**config.mk**
```make
export PLATFORM = sky130hd
export DESIGN_NAME = sec_timer_sched
export DESIGN_NICKNAME = d
export VERILOG_FILES = /design/src/rtl/sec_timer_sched.sv
export SDC_FILE = /design/constraint.sdc
export NUM_CORES = 1
export LEC_CHECK = 0
export BUFFER_PORTS_ARGS = -buffer_cell sky130_fd_sc_hd__buf_2
export CORE_AREA = 10 10 115 117
export DETAILED_ROUTE_END_ITERATION = 16
export DIE_AREA = 0 0 125 127
export MAX_ROUTING_LAYER = met4
export PLACE_DENSITY = 0.57
export SLEW_MARGIN = 20
export SYNTH_ARGS = -nofsm -noshare
export SYNTH_HDL_FRONTEND = slang
export SYNTH_SLANG_ARGS = --single-unit
```
**constraint.sdc**
```tcl
create_clock -name clk -period 7.2 [get_ports clk]
set_input_delay 0.72 -clock clk [delete_from_list [all_inputs] [get_ports clk]]
set_output_delay 0.72 -clock clk [all_outputs]
set_load 0.05 [all_outputs]
```
**src/rtl/sec_timer_sched.sv**
```systemverilog
// Shared one-second time base and scheduler for four countdown channels.
// A single prescaler produces a registered 1-cycle tick enable (no divided clock).
// One command port is shared by all channels. Each channel reports busy and a done pulse.
module sec_timer_sched #(
  parameter int unsigned DIV = 50000000,
  parameter int unsigned CW  = 26
) (
  input  logic       clk,
  input  logic       rst,
  input  logic       cmd_valid,
  output logic       cmd_ready,
  input  logic [1:0] cmd_ch,
  input  logic [1:0] cmd_op,
  input  logic [7:0] cmd_sec,
  input  logic [1:0] rd_ch,
  output logic [7:0] rd_sec,
  output logic [3:0] busy,
  output logic [3:0] done,
  output logic       tick
);

  typedef enum logic [1:0] {
    StIdle  = 2'd0,
    StRun   = 2'd1,
    StPause = 2'd2
  } ch_state_e;

  localparam logic [1:0] OpStart  = 2'b00;
  localparam logic [1:0] OpStop   = 2'b01;
  localparam logic [1:0] OpPause  = 2'b10;
  localparam logic [1:0] OpResume = 2'b11;

  localparam logic [CW-1:0] PrescLast = CW'(DIV - 1);

  ch_state_e     state_q [4];
  ch_state_e     state_d [4];
  logic [7:0]    rem_q   [4];
  logic [7:0]    rem_d   [4];
  logic [CW-1:0] presc_q, presc_d;
  logic          tick_q, tick_d;
  logic [3:0]    done_q, done_d;
  logic [3:0]    run_d;
  logic          any_run_d;
  logic          cmd_fire;

  // Commands stall on tick cycles so a command never races a decrement.
  assign cmd_ready = ~tick_q;
  assign cmd_fire  = cmd_valid & ~tick_q;

  // Per-channel next state: tick-driven countdown, otherwise the accepted command.
  always_comb begin
    done_d = '0;
    for (int i = 0; i < 4; i++) begin
      state_d[i] = state_q[i];
      rem_d[i]   = rem_q[i];
      if (tick_q) begin
        if (state_q[i] == StRun) begin
          if (rem_q[i] > 8'd1) begin
            rem_d[i] = rem_q[i] - 8'd1;
          end else begin
            // Expiry; rem of 0 in RUN is unreachable but also retires the channel.
            rem_d[i]   = 8'd0;
            state_d[i] = StIdle;
            done_d[i]  = 1'b1;
          end
        end
      end else if (cmd_fire && (cmd_ch == 2'(i))) begin
        unique case (cmd_op)
          OpStart: begin
            if (cmd_sec != 8'd0) begin
              rem_d[i]   = cmd_sec;
              state_d[i] = StRun;
            end else begin
              // A zero-length countdown expires immediately.
              rem_d[i]   = 8'd0;
              state_d[i] = StIdle;
              done_d[i]  = 1'b1;
            end
          end
          OpStop: begin
            rem_d[i]   = 8'd0;
            state_d[i] = StIdle;
          end
          OpPause: begin
            if (state_q[i] == StRun) state_d[i] = StPause;
          end
          OpResume: begin
            if (state_q[i] == StPause) state_d[i] = StRun;
          end
          default: ;
        endcase
      end
    end
  end

  // Which channels will be running next cycle; drives the prescaler enable.
  always_comb begin
    run_d = '0;
    for (int i = 0; i < 4; i++) begin
      run_d[i] = (state_d[i] == StRun);
    end
    any_run_d = |run_d;
  end

  // Prescaler next state. Using the next-cycle run set makes the first tick land
  // exactly DIV cycles after a start from idle, and clears the count on the cycle
  // the last running channel leaves RUN.
  always_comb begin
    presc_d = '0;
    tick_d  = 1'b0;
    if (any_run_d) begin
      if (presc_q == PrescLast) begin
        presc_d = '0;
        tick_d  = 1'b1;
      end else begin
        presc_d = presc_q + CW'(1);
      end
    end
  end

  // State registers with synchronous reset; reset drops any pending tick and done.
  always_ff @(posedge clk) begin
    if (rst) begin
      for (int i = 0; i < 4; i++) begin
        state_q[i] <= StIdle;
        rem_q[i]   <= 8'd0;
      end
      presc_q <= '0;
      tick_q  <= 1'b0;
      done_q  <= '0;
    end else begin
      for (int i = 0; i < 4; i++) begin
        state_q[i] <= state_d[i];
        rem_q[i]   <= rem_d[i];
      end
      presc_q <= presc_d;
      tick_q  <= tick_d;
      done_q  <= done_d;
    end
  end

  // Status outputs decoded from registered state.
  always_comb begin
    busy = '0;
    for (int i = 0; i < 4; i++) begin
      busy[i] = (state_q[i] != StIdle);
    end
  end

  assign rd_sec = rem_q[rd_ch];
  assign done   = done_q;
  assign tick   = tick_q;

endmodule

```
==> summary by stage, run 1 <==
Global route
The number of global-route vias before repair came to approximately 3,800. The global-route wire length before repair is between 15 and 20 mm. The total overflow left after global routing is 0. The maximum number of pins on one net before global-route repair is 70.

The global routing usage summed across all routing layers is 14.8%. The number of antenna violations at the first check in global routing is 0.

Critical path
By startpoint and endpoint, the worst setup path is classified as reg2reg. Counting both buffers and inverters, the worst setup path holds a total of 2. The setup slack of the most critical reg-to-reg path is around 4.4 ns.

The kind of cell with the highest combined delay on the critical path is compound AO/OA/AOI/OAI gates. Traced cell by cell, the critical path runs through inv_1 > ha_1 > or2_2 > a41oi_1 > a211oi_1 > a221oi_1 > nor4_4 > buf_4 > nor4_1. The worst setup path is launched from a register. The data arrival at the endpoint of the critical path is approximately 3 ns.

At the worst endpoint, the required time is about 7.4 ns. In this design, the stage delay of the slowest critical-path cell is ~0.5 ns. STA classifies the critical path endpoint as a register. The worst-path cell with the longest stage delay is sky130_fd_sc_hd__dfxtp_1. The maximum net fanout on the critical path is 27.

Routing
The wire length after detailed routing is ~12 mm. The post-detailed-route count of antenna-violating nets is 0. The detailed-route wire length per cell is approximately 17 µm. The routed layout has approximately 4,000 vias.

The first TritonRoute pass finished after 5 iterations. After detailed routing, the number of remaining DRC violations is 0. Using the TritonRoute via totals, the vias-per-cell ratio works out to slightly below 6.

The iteration-0 DRC count of the detailed router is just under 400.

Pwr
Overall power consumption after layout is estimated at 973 µW. Cell internal power was estimated by the tool at approximately 730 µW. The share of total power dissipated in the clock network is around 48%.

Combinational cells account for 10.4% of the total power. The net load switching power is 245 µW. The analysis attributes to cell leakage a power of ~0.0017 µW. The power share of the sequential group is 41.9%. Of the total power, the share spent switching nets is 25.1%. The worst-case IR drop observed on VDD is around 0.13 mV.

In this run the power density over the cells is roughly 200 nW/µm².

Cells and area
Measured on the finished design, the core utilization comes to a little over two fifths. The final net count is between 500 and 600. The final cell area excluding filler cells is 4760 µm². Compared with the post-synthesis result, the final layout area differs by 13.2%.

The number of antenna diodes is 0. Of the cells placed in the final design, the portion with a size suffix greater than 1 is 14.6%.

CTS
The insertion delay of the later-clocked pin in the worst-skew pair is roughly 0.34 ns. The setup fix buffers added after clock tree synthesis is 0. The cts-stage hold buffer count is 0.

The sink count of the clock tree is just over 70. The clock root buffer is sky130_fd_sc_hd__clkbuf_16. TritonCTS built the clock tree. The number of clock buffers added by TritonCTS is 9. The post-cts resize count is 0.

Counting along the longest clock path gives a buffer depth of 2. Clock-pin slew was measured on the worst setup and hold paths at 0.06 ns. The clock tree synthesis step divided the H-tree into 3 levels.

Synth
The number of nets handed over by synthesis was 545. The post-synthesis sequential area ratio is between 30% and 40%. The average instance in the mapped netlist occupies between 8 and 9 µm². The mapped cell area is between 4000 and 5000 µm². The number of distinct standard cells referenced by the synthesized netlist is 66. The synthesized instance count is slightly above 500. The warning count from the yosys run is 0. The count of state elements after synthesis is 71.

The top flip-flop cell by instance count after synthesis is sky130_fd_sc_hd__dfxtp_1. After synthesis, the share of flip-flops with an asynchronous set or reset is 0%. Yosys mapped a number of flops with a built-in enable equal to 0.

Hold path
The worst min-delay path category is reg2reg.

STA
The clock tree skew after final layout is about 0.006 ns. Setup repair after global routing left no endpoint under its margin. The achievable clock frequency is 0.361 GHz.

The worst path uses around 38% of the clock period. For the pin with the worst max-slew slack, the measured transition is 1.03 ns. The final-report hold violation count is 0. The worst max-slew margin expressed relative to the limit is between 30% and 40%.

Setup slack closes at between 4 and 5 ns. The post-route setup TNS is 0 ns. The final period demand of the worst path is about 2.8 ns. The max-slew violation count is 0. The total of endpoints with negative setup slack in the final report is 0.

Die
35 I/O pins were placed. After floorplanning, the core was sized to cover between 10,000 and 15,000 µm². The x dimension of the die is around 130 µm. For this configuration, the core starts out at a cell density of between 30 and 40%. The die height is approximately 130 µm.

The floorplan has 39 rows. The overall die area is 15,900 µm².

Job
The max capacitance violation total is 0.

Placed design
Once detailed placement completed, the half-perimeter wirelength came to between 8 and 9 mm. The last weighted congestion value of the routability-driven placer is 0.878. The post-placement cell area is between 4000 and 5000 µm². Prior to clock tree synthesis, the placed netlist has a worst setup slack of around 4.0 ns. The number of input and output port buffers inserted is 34.

Run status
The run finished with clean final reports.
[worst paths after layout]
path / start / end / depth (start not counted)
worst min-delay path: rem_q[1][6] / rem_q[1][6] / 2
worst max-delay path: rem_q[1][0] / presc_q[24] / 9
worst max register to register: rem_q[1][0] / presc_q[24] / 9
worst min register to register: rem_q[1][6] / rem_q[1][6] / 2
[per-layer routing]
metal / share of wire, % / GRT usage [%]
met5: 0 / -
met3: 4.7 / 3.72
met1: 45 / 17.4
met4: 1.7 / 6.50
met2: 49 / 23.4
[Yosys cell counts, drive strengths merged, types with 16 or more instances]
master   n  share of area (%)
a21oi   28                3.3
clkbuf  19                2.2
dfxtp   71                 34
inv     16                1.4
nand2   38                3.4
nand3   22                2.6
nor2    58                5.2
nor3    24                3.1
nor4    26                4.2
o21ai   57                6.8
xor2    17                3.5
[flip-flops by register name, summed over array words and instances (netlist names)]
register	cells
rem_q	32
presc_q	26
state_q	8
done	4
tick	1
[metrics by stage]
stage,hold slack (ns),cells
after CTS,0.517,691
after global placement,0.498,675
final,0.516,691
after floorplan,0.459,519
after detailed placement,0.508,675
after global routing,0.537,691
[placed cells by master, fill, tap and decap left out, drive strengths merged, types with 2 or more instances in the layout]
master	n
o41ai	5
a21boi	3
and2	6
a21oi	28
nor3	24
nor4b	4
xnor2	7
nand2b	3
a2bb2oi	2
dfxtp	71
nor2b	3
nand3	22
nand2	38
o31ai	6
or4	3
a211oi	2
o21ai	57
buf	40
or2	4
a22oi	10
and3	8
o21a	2
o22ai	5
and4b	2
inv	16
and4	2
xor2	17
nand4bb	2
ha	9
nor4	26
o211ai	10
o21bai	2
or3	4
nand4	7
nor2	58
clkbuf	14
maj3	2
mux4	8
[power by group through the flow]
stage / combinational, µW / clock (µW) / sequential, µW
floorplan: 76.4 / 0 / 413
global placement: 98.9 / 0 / 416
detailed placement: 100 / 0 / 416
CTS: 101 / 475 / 407
global route: 111 / 492 / 408
finish: 101 / 465 / 407
[area by class of cell]
type	count	area (µm²)
Tap cell	143	179
Sequential cell	71	1420
Timing Repair Buffer	40	215
Clock inverter	2	37.5
Fill cell	1124	6360
Clock buffer	14	274
Inverter	17	63.8
Multi-Input combinational cell	404	2570
[tightest hold or removal path: cells and delay by family (launching register included)]
family,cells,cell delay [ns]
flip-flops,1,0.33
AO/OA/AOI/OAI,2,0.14
[cell families (layout without fill, tap and decap cells)]
| logic type | Yosys count | count (layout) | synth area share [%] |
|---|---|---|---|
| XOR/XNOR | 24 | 24 | 5.00 |
| adder cells (fa/ha/maj) | 11 | 11 | 3.15 |
| buffers and inverters | 44 | 73 | 5.11 |
| AND/OR/NAND/NOR | 220 | 220 | 27.7 |
| AO/OA/AOI/OAI | 141 | 141 | 20.9 |
| flip-flops | 71 | 71 | 33.8 |
| multiplexers | 8 | 8 | 4.37 |
Power figures use the tool's default switching activity.
==> run 2, diff against run 1 <==
- PLACE_DENSITY: 0.57 -> 0.6
- clock period: 7.2 -> 2.2 ns (I/O delays scaled with it)
==> run 2 against run 1 <==
Against the previous run:
- the flow now finishes with violations (negative setup slack)
- highest routed layer unchanged
- cell area grew 14%
- first-iteration DRC count is 27% lower
- non-clock buffer count increased by 56
- clock power increased to 3.4 times the previous value
- worst hold slack got worse by 0.18 ns
- routed wire length rose by 9.5%
- clock-buffer cell count is 3 lower
- sequential share of layout area fell by 3.6 points
==> summary by stage, run 2 (same netlist as run 1, synthesis figures left out) <==
Pwr
The total power density per cell area is between 600 and 700 nW/µm². The cell-internal power is between 2000 and 2500 µW. The worst-case vdd ir drop is roughly 0.4 mV. The clock network fraction of design power is 47.1%. The net load switching power is between 900 and 1000 µW. The total design power is approximately 3400 µW. In this run, the combinational gates consume between 10% and 20% of the power. The static leakage is about 0.0020 µW.

Sequential cells account for between 30% and 40% of the total power. Of the total power, the share spent switching nets is between 20% and 30%.

Placed design
The count of buffers added on input and output ports is 34. The HPWL after detailed placement is a little under 9 mm. At the placement stage, the worst setup path has a slack of -0.0291 ns. The last weighted congestion value of the routability-driven placer is about 0.94. The total instance count after detailed placement is 723.

STA
The final-report hold violation count came to 0. The total of endpoints with negative setup slack in the final report is 27. In the post-route analysis, the smallest setup slack over all paths is -0.0474 ns. The max-slew violation count was 0. Based on the critical path, the design can be clocked at up to roughly 0.44 GHz. For the final routed database, the setup TNS stands at -0.765 ns. Between clock sinks in the finished design, the worst skew comes to around 0.0070 ns. The final hold slack is about 0.33 ns. The transition time at the pin with the least slew margin is 0.653 ns. The final period demand of the worst path is 2.25 ns. The final cycle utilization of the critical path is 102%.

Headroom to the max-slew limit came out at 56.4%. Setup repair after global routing could not meet its margin everywhere.

CTS
Clock tree synthesis inserted a total of 9 buffers. The clock drives 71 sinks. The clock root buffer is sky130_fd_sc_hd__clkbuf_16. The clock reaches the later pin of the worst-skew pair after around 0.35 ns. Clock-pin slew was measured on the worst setup and hold paths at around 0.06 ns. The clock passes through at most 2 buffers.

CTS built an H-tree with a depth of 3. TritonCTS built the clock tree.

Cells and area
The net count of the finished layout is around 630. The number of antenna diodes is 0. The number of flip-flops in the largest register is 32.

In the final layout, the share of cells above drive strength 1 is 27.3%. The commonest non-fill, non-tap cell in the layout is sky130_fd_sc_hd__dfxtp_1. The post-route non-filler standard cell count is 747. The synthesis-to-layout area growth is 29.3%. The top cell types in the final layout, fill and taps aside, are 67 x sky130_fd_sc_hd__dfxtp_1, 58 x sky130_fd_sc_hd__nor2_1, 57 x sky130_fd_sc_hd__buf_4. Counting flops per register, the top entry is rem_q. The largest registers in the layout are rem_q: 32 flops, presc_q: 26 flops, state_q: 8 flops.

Critical path
The signal on the critical path passes through or4_4 > or4_4 > o21bai_4 > o22ai_2 > nor4_4 > buf_6 > buf_12 > nor4_1. The maximum net fanout on the critical path is 7. For the worst setup path, the data required time is between 2 and 2.5 ns. The worst setup path is captured at a register. The most used cell along the critical path is sky130_fd_sc_hd__or4_4. In this design, the stage delay of the slowest critical-path cell is between 0.5 and 0.6 ns. The path type of the worst setup path is reg2reg. The launching element type of the critical path is a register. The slowest stage of the critical path is the sky130_fd_sc_hd__or4_4 cell. Data on the critical path arrives at its endpoint at 2.45 ns.

Routing
Wires add up to 12.9 mm. After detailed routing, the number of remaining DRC violations is 0. The first-pass iteration count of the detailed router is 6. The via density per instance is 5.79. The post-detailed-route count of antenna-violating nets is 0. The detailed-route wire length per cell is ~17 µm. Summing over every cut layer, the via total after detailed routing is approximately 4,300. The iteration-0 DRC count of the detailed router is 286.

Die
During I/O placement, the number of pins put on the boundary was 35. The area of the core is 11,100 µm². For this configuration, the core starts out at a cell density of 37.8%. The overall die area is about 16,000 µm². The row count is 39. The x dimension of the die is ~130 µm. The die height is about 130 µm.

Run status
The final reports fail on negative setup slack. The run finished, with violations left.

Global route
Entering global routing, the biggest net connects 31 pins. Global routing consumed, over all layers together, between 10% and 20% of the routing resources. The number of antenna violations at the first check in global routing is 0. The number of global-route vias before repair is between 4,000 and 5,000.

The first global-routing pass estimated 20.1 mm of wire. The total overflow left after global routing is 0.

Job
The max capacitance violation total is 0.

Hold path
The path class of the tightest hold or removal check is in2reg.
[run 2: cell types whose count changed in the layout (fill, tap and decap cells not counted), sizes merged]
cell | before | now
buf | 40 | 94
clkbuf | 14 | 13
clkinv | 1 | 2
clkinvlp | 1 | 2
inv | 16 | 17
[run 2: per-layer routing]
| layer | part of all wire [%] | GRT usage [%] | routed length [µm] | up-vias |
|---|---|---|---|---|
| li1 | - | - | - | 2083 |
| met1 | 42 | 18.0 | 5470 | 2079 |
| met2 | 49 | 25.2 | 6300 | 137 |
| met3 | 5.4 | 3.23 | 692 | 28 |
| met4 | 3.4 | 8.33 | 445 | 0 |
| met5 | 0 | - | 0 | - |
[run 2: layout make-up]
type | instances | area [µm²]
fillers | 1065 | 5690
multi-input cells | 404 | 2750
flip-flops and latches | 71 | 1430
repair buffers | 96 | 691
clock buffers | 11 | 264
well taps | 143 | 179
inverters | 17 | 63.8
clock inverters | 5 | 62.6
[run 2: critical path, delay by kind of cell, from the launching register on]
family	cells	cell delay (ns)
simple gates	4	1.22
flops	1	0.31
buf+inv	2	0.32
compound gates	2	0.24
[run 2: path summary, 6_finish.rpt]
| check | slack, ns | to | from | cells after the start |
|---|---|---|---|---|
| worst max register to register | -0.05 | presc_q[21] | rem_q[2][4] | 8 |
| worst min-delay path | 0.33 | state_q[0][1] | cmd_op[1] | 3 |
| worst max-delay path | -0.05 | presc_q[21] | rem_q[2][4] | 8 |
| worst min register to register | 0.51 | presc_q[0] | presc_q[0] | 1 |
[run 2: power by group through the flow]
stage	clock network, µW	registers [µW]	logic, µW
finish	1590	1320	469
global route	1680	1330	504
CTS	1620	1320	391
detailed placement	0	1350	384
global placement	0	1350	380
floorplan	0	1350	253
[run 2: timing repair]
| item | 4_1_cts | 5_1_grt |
|---|---|---|
| resized for setup | 7 | 23 |
| gates cloned | 0 | 3 |
| setup buffers | 0 | 5 |
| endpoints found under the setup margin | 11 | 30 |
| hold buffers | 0 | 0 |
| pin swaps | 0 | 7 |
[run 2: metrics by stage]
step	instance area (µm²)	util [%]
after detailed placement	4850	43.6
after global placement	4850	43.6
final	5440	48.9
after floorplan	4250	-
after CTS	5220	46.9
after global routing	5440	48.9
==> run 3, diff against run 2 <==
- CORE_AREA: 10 10 115 117 -> 10 10 100 102
- DIE_AREA: 0 0 125 127 -> 0 0 110 112
- PLACE_DENSITY: 0.6 -> 0.76
==> run 3 against run 2 <==
Against the previous run:
- the run now ends clean
- cell count is 6.4% lower
- critical path depth stayed put
- largest cell class unchanged
- combinational power is 8.7% lower
- clock-buffer cell count stayed put
- clock skew is 0.0071 ns higher
- die area is 22% lower
- maximum frequency is 2.7% higher
- worst hold slack worse by 0.039 ns
- sequential share of layout area is 1.6 points higher
- via count is 0.62% lower
==> summary by stage, run 3 (same netlist as run 1, synthesis figures left out) <==
Cells and area
The library cell used most frequently in the layout, excluding fill and tap cells, is sky130_fd_sc_hd__dfxtp_1. The final net count is a little over 600. In the final layout, the multi-input gates occupy approximately 2700 µm². Measured on the finished design, the core utilization comes to 63.7%. Across the whole layout, storage elements account for ~1400 µm².

The share of layout cells above drive strength 1 is between 20% and 30%. rem_q holds more flip-flops than any other register. The synthesis-to-layout area growth is 21.9%. The largest registers in the layout are rem_q: 32 flops, presc_q: 26 flops, state_q: 8 flops. The number of antenna diodes in the final layout is 0. The register with the most flip-flops in the layout has 32 of them. In the layout the commonest cells are 66 x sky130_fd_sc_hd__dfxtp_1, 58 x sky130_fd_sc_hd__nor2_1, 56 x sky130_fd_sc_hd__o21ai_0. Counting the fill cells in the layout gives 700.

Global route
The number of antenna violations at the first check in global routing came to 0. The global routing usage summed across all routing layers is 19.8%. The number of global-route vias before repair is about 4,000. Entering global routing, the biggest net connects 30 pins. The first global-routing pass estimated about 20 mm of wire. The total overflow left after global routing is 0.

CTS
The clock net in this run drives a total of around 70 sinks. The clock-pin transition on the worst setup and hold timing paths is about 0.080 ns. For the worst-skew pair, the clock arrives at the later sink with an insertion delay of approximately 0.35 ns.

The number of CTS-inserted buffers is 9. Clock tree synthesis selected as its root buffer the cell sky130_fd_sc_hd__clkbuf_8. In this run the number of H-tree levels came out at 3. In this run the deepest clock path goes through 2 buffers. The CTS tree is yes.

Die
The die is around 110 µm tall. The row count is 33. 35 I/O pins were placed. In this run the standard cell core region covers around 8100 µm². Measured along the x axis, the die boundary spans between 100 and 150 µm.

The die covers about 12,000 µm². The starting utilization of the core area is 52.3%.

Critical path
The launching element type of the critical path is a register. The worst setup path is captured at a register. The maximum net fanout on the critical path is 13.

Tracing the worst setup path back leads to its startpoint at rem_q[2][4]. The critical path contains buffers and inverters numbering 2 combined. Walking the worst path, the cells encountered are or4_4 > or4_4 > o21bai_4 > o22ai_2 > nor4_4 > buf_4 > clkbuf_16 > nor3_1.

At the worst endpoint, the arrival time is 2.40 ns. The required time of the critical path is approximately 2.4 ns. The kind of cell with the highest combined delay on the critical path is simple AND/OR/NAND/NOR gates. The critical path depth in cells is 8. The critical path is of the reg2reg type. The end of the worst register-to-register path is presc_q[2]. The startpoint of the lowest-slack register-to-register path is rem_q[2][4]. The depth of the worst register-to-register path is 8.

The end point of the critical path is presc_q[2]. The worst-path cell with the longest stage delay is sky130_fd_sc_hd__or4_4. Among the stages of the critical path, the cell type that occurs most often is sky130_fd_sc_hd__or4_4.

The maximum cell stage delay along the critical path is 0.52 ns. Setup slack on the worst reg-to-reg path comes out at between 0.01 and 0.015 ns.

STA
At the pin with the least slew margin, the transition time is about 0.52 ns. Across the routed clock network, the largest skew measured is about 0.014 ns. The max-slew violation count is 0. For this run, the top clock speed supported by timing is 0.457 GHz.

The final-report hold violation count was 0. The total of endpoints with negative setup slack in the final report is 0. The final cycle utilization of the critical path is between 90 and 100%. The final period demand of the worst path is about 2.2 ns.

Setup repair after global routing could not meet its margin everywhere. The worst max-slew margin expressed relative to the limit is about two thirds.

Pwr
IR analysis of the VDD net gives a maximum drop of between 0.3 and 0.4 mV. In this run the static leakage power is 0.00192 µW. Overall power consumption after layout is estimated at between 2000 and 3000 µW. The total power density per cell area is 538 nW/µm².

Job
Across the run, the number of max-cap violations was 0.

Routing
The final route contains 4,300 vias. The wire length after detailed routing is ~12 mm. After detailed routing, the number of remaining DRC violations is 0. The detailed router finished its first iteration with around 370 violations. In the final routed layout, each cell accounts on average for 17.6 µm.

The first-pass iteration count of the detailed router is 7. The post-detailed-route count of antenna-violating nets is 0. The via density per instance is roughly 6.

Run status
The run finished with clean final reports.

Placed design
The last weighted congestion value of the routability-driven placer is about 0.92. Buffers placed on the I/O ports in this run total 34. Summed over all nets, the half-perimeter wirelength after detailed placement is between 8 and 9 mm.

Hold path
The worst min-delay path category is in2reg.
## run 3: where the power goes
part           switching [µW]  internal [µW]  leakage (µW)  total, µW
combinational             259            168       0.00126        428
clock                     492            515     0.0000892       1010
sequential               22.6           1300      0.000576       1330
## run 3: per-stage QoR
| stage | area [µm²] | worst slack (ns) | hold WS, ns | std cells | setup TNS (ns) |
|---|---|---|---|---|---|
| after global placement | 4750 | 0.0545 | 0.497 | 678 | 0 |
| after global routing | 5130 | -0.0730 | 0.310 | 699 | -1.54 |
| after floorplan | 4250 | -0.0543 | 0.459 | 519 | -0.889 |
| after detailed placement | 4750 | -0.0319 | 0.496 | 678 | -0.533 |
| after CTS | 4940 | 0.0176 | 0.282 | 693 | 0 |
| final | 5130 | 0.0124 | 0.294 | 699 | 0 |
## run 3: final cells by class
type / count / share of cell area [%]
flip-flops and latches: 71 / 27.9
clock buffers: 11 / 2.56
inverters: 17 / 1.24
repair buffers: 87 / 11.7
well taps: 105 / 2.56
multi-input cells: 404 / 53.1
clock inverters: 4 / 0.927
## run 3: repair_timing
item	4_1_cts	5_1_grt
endpoints found under the setup margin	1	28
gates cloned	0	2
buffers inserted	0	4
resized for setup	2	23
endpoints found under the hold margin	0	0
pin swaps	0	4
hold buffers	0	0
## run 3: worst reg2reg max path, stage by stage (launching register included)
cell	delay, ns
sky130_fd_sc_hd__dfxtp_2	0.32
sky130_fd_sc_hd__or4_4	0.52
sky130_fd_sc_hd__or4_4	0.46
sky130_fd_sc_hd__o21bai_4	0.14
sky130_fd_sc_hd__o22ai_2	0.09
sky130_fd_sc_hd__nor4_4	0.13
sky130_fd_sc_hd__buf_4	0.18
sky130_fd_sc_hd__clkbuf_16	0.17
sky130_fd_sc_hd__nor3_1	0.05
## run 3: routing by layer
| metal | up-vias | part of all wire (%) | GRT usage (%) |
|---|---|---|---|
| met3 | 24 | 8.6 | 3.98 |
| met4 | 0 | 1.4 | 4.95 |
| met2 | 174 | 48 | 31.3 |
| met1 | 2039 | 42 | 25.1 |
| li1 | 2063 | - | - |
| met5 | - | 0 | - |
## run 3: how the worst min path moves through the flow
stage	startpoint	endpoint	slack [ns]	depth (start not counted)
global placement	rem_q[3][7]	rem_q[3][7]	0.50	2
CTS	rst	rem_q[0][0]	0.28	2
finish	rst	rem_q[0][0]	0.29	2
detailed placement	rem_q[3][7]	rem_q[3][7]	0.50	2
global route	rst	rem_q[0][1]	0.31	2
floorplan	rem_q[3][7]	rem_q[3][7]	0.46	2
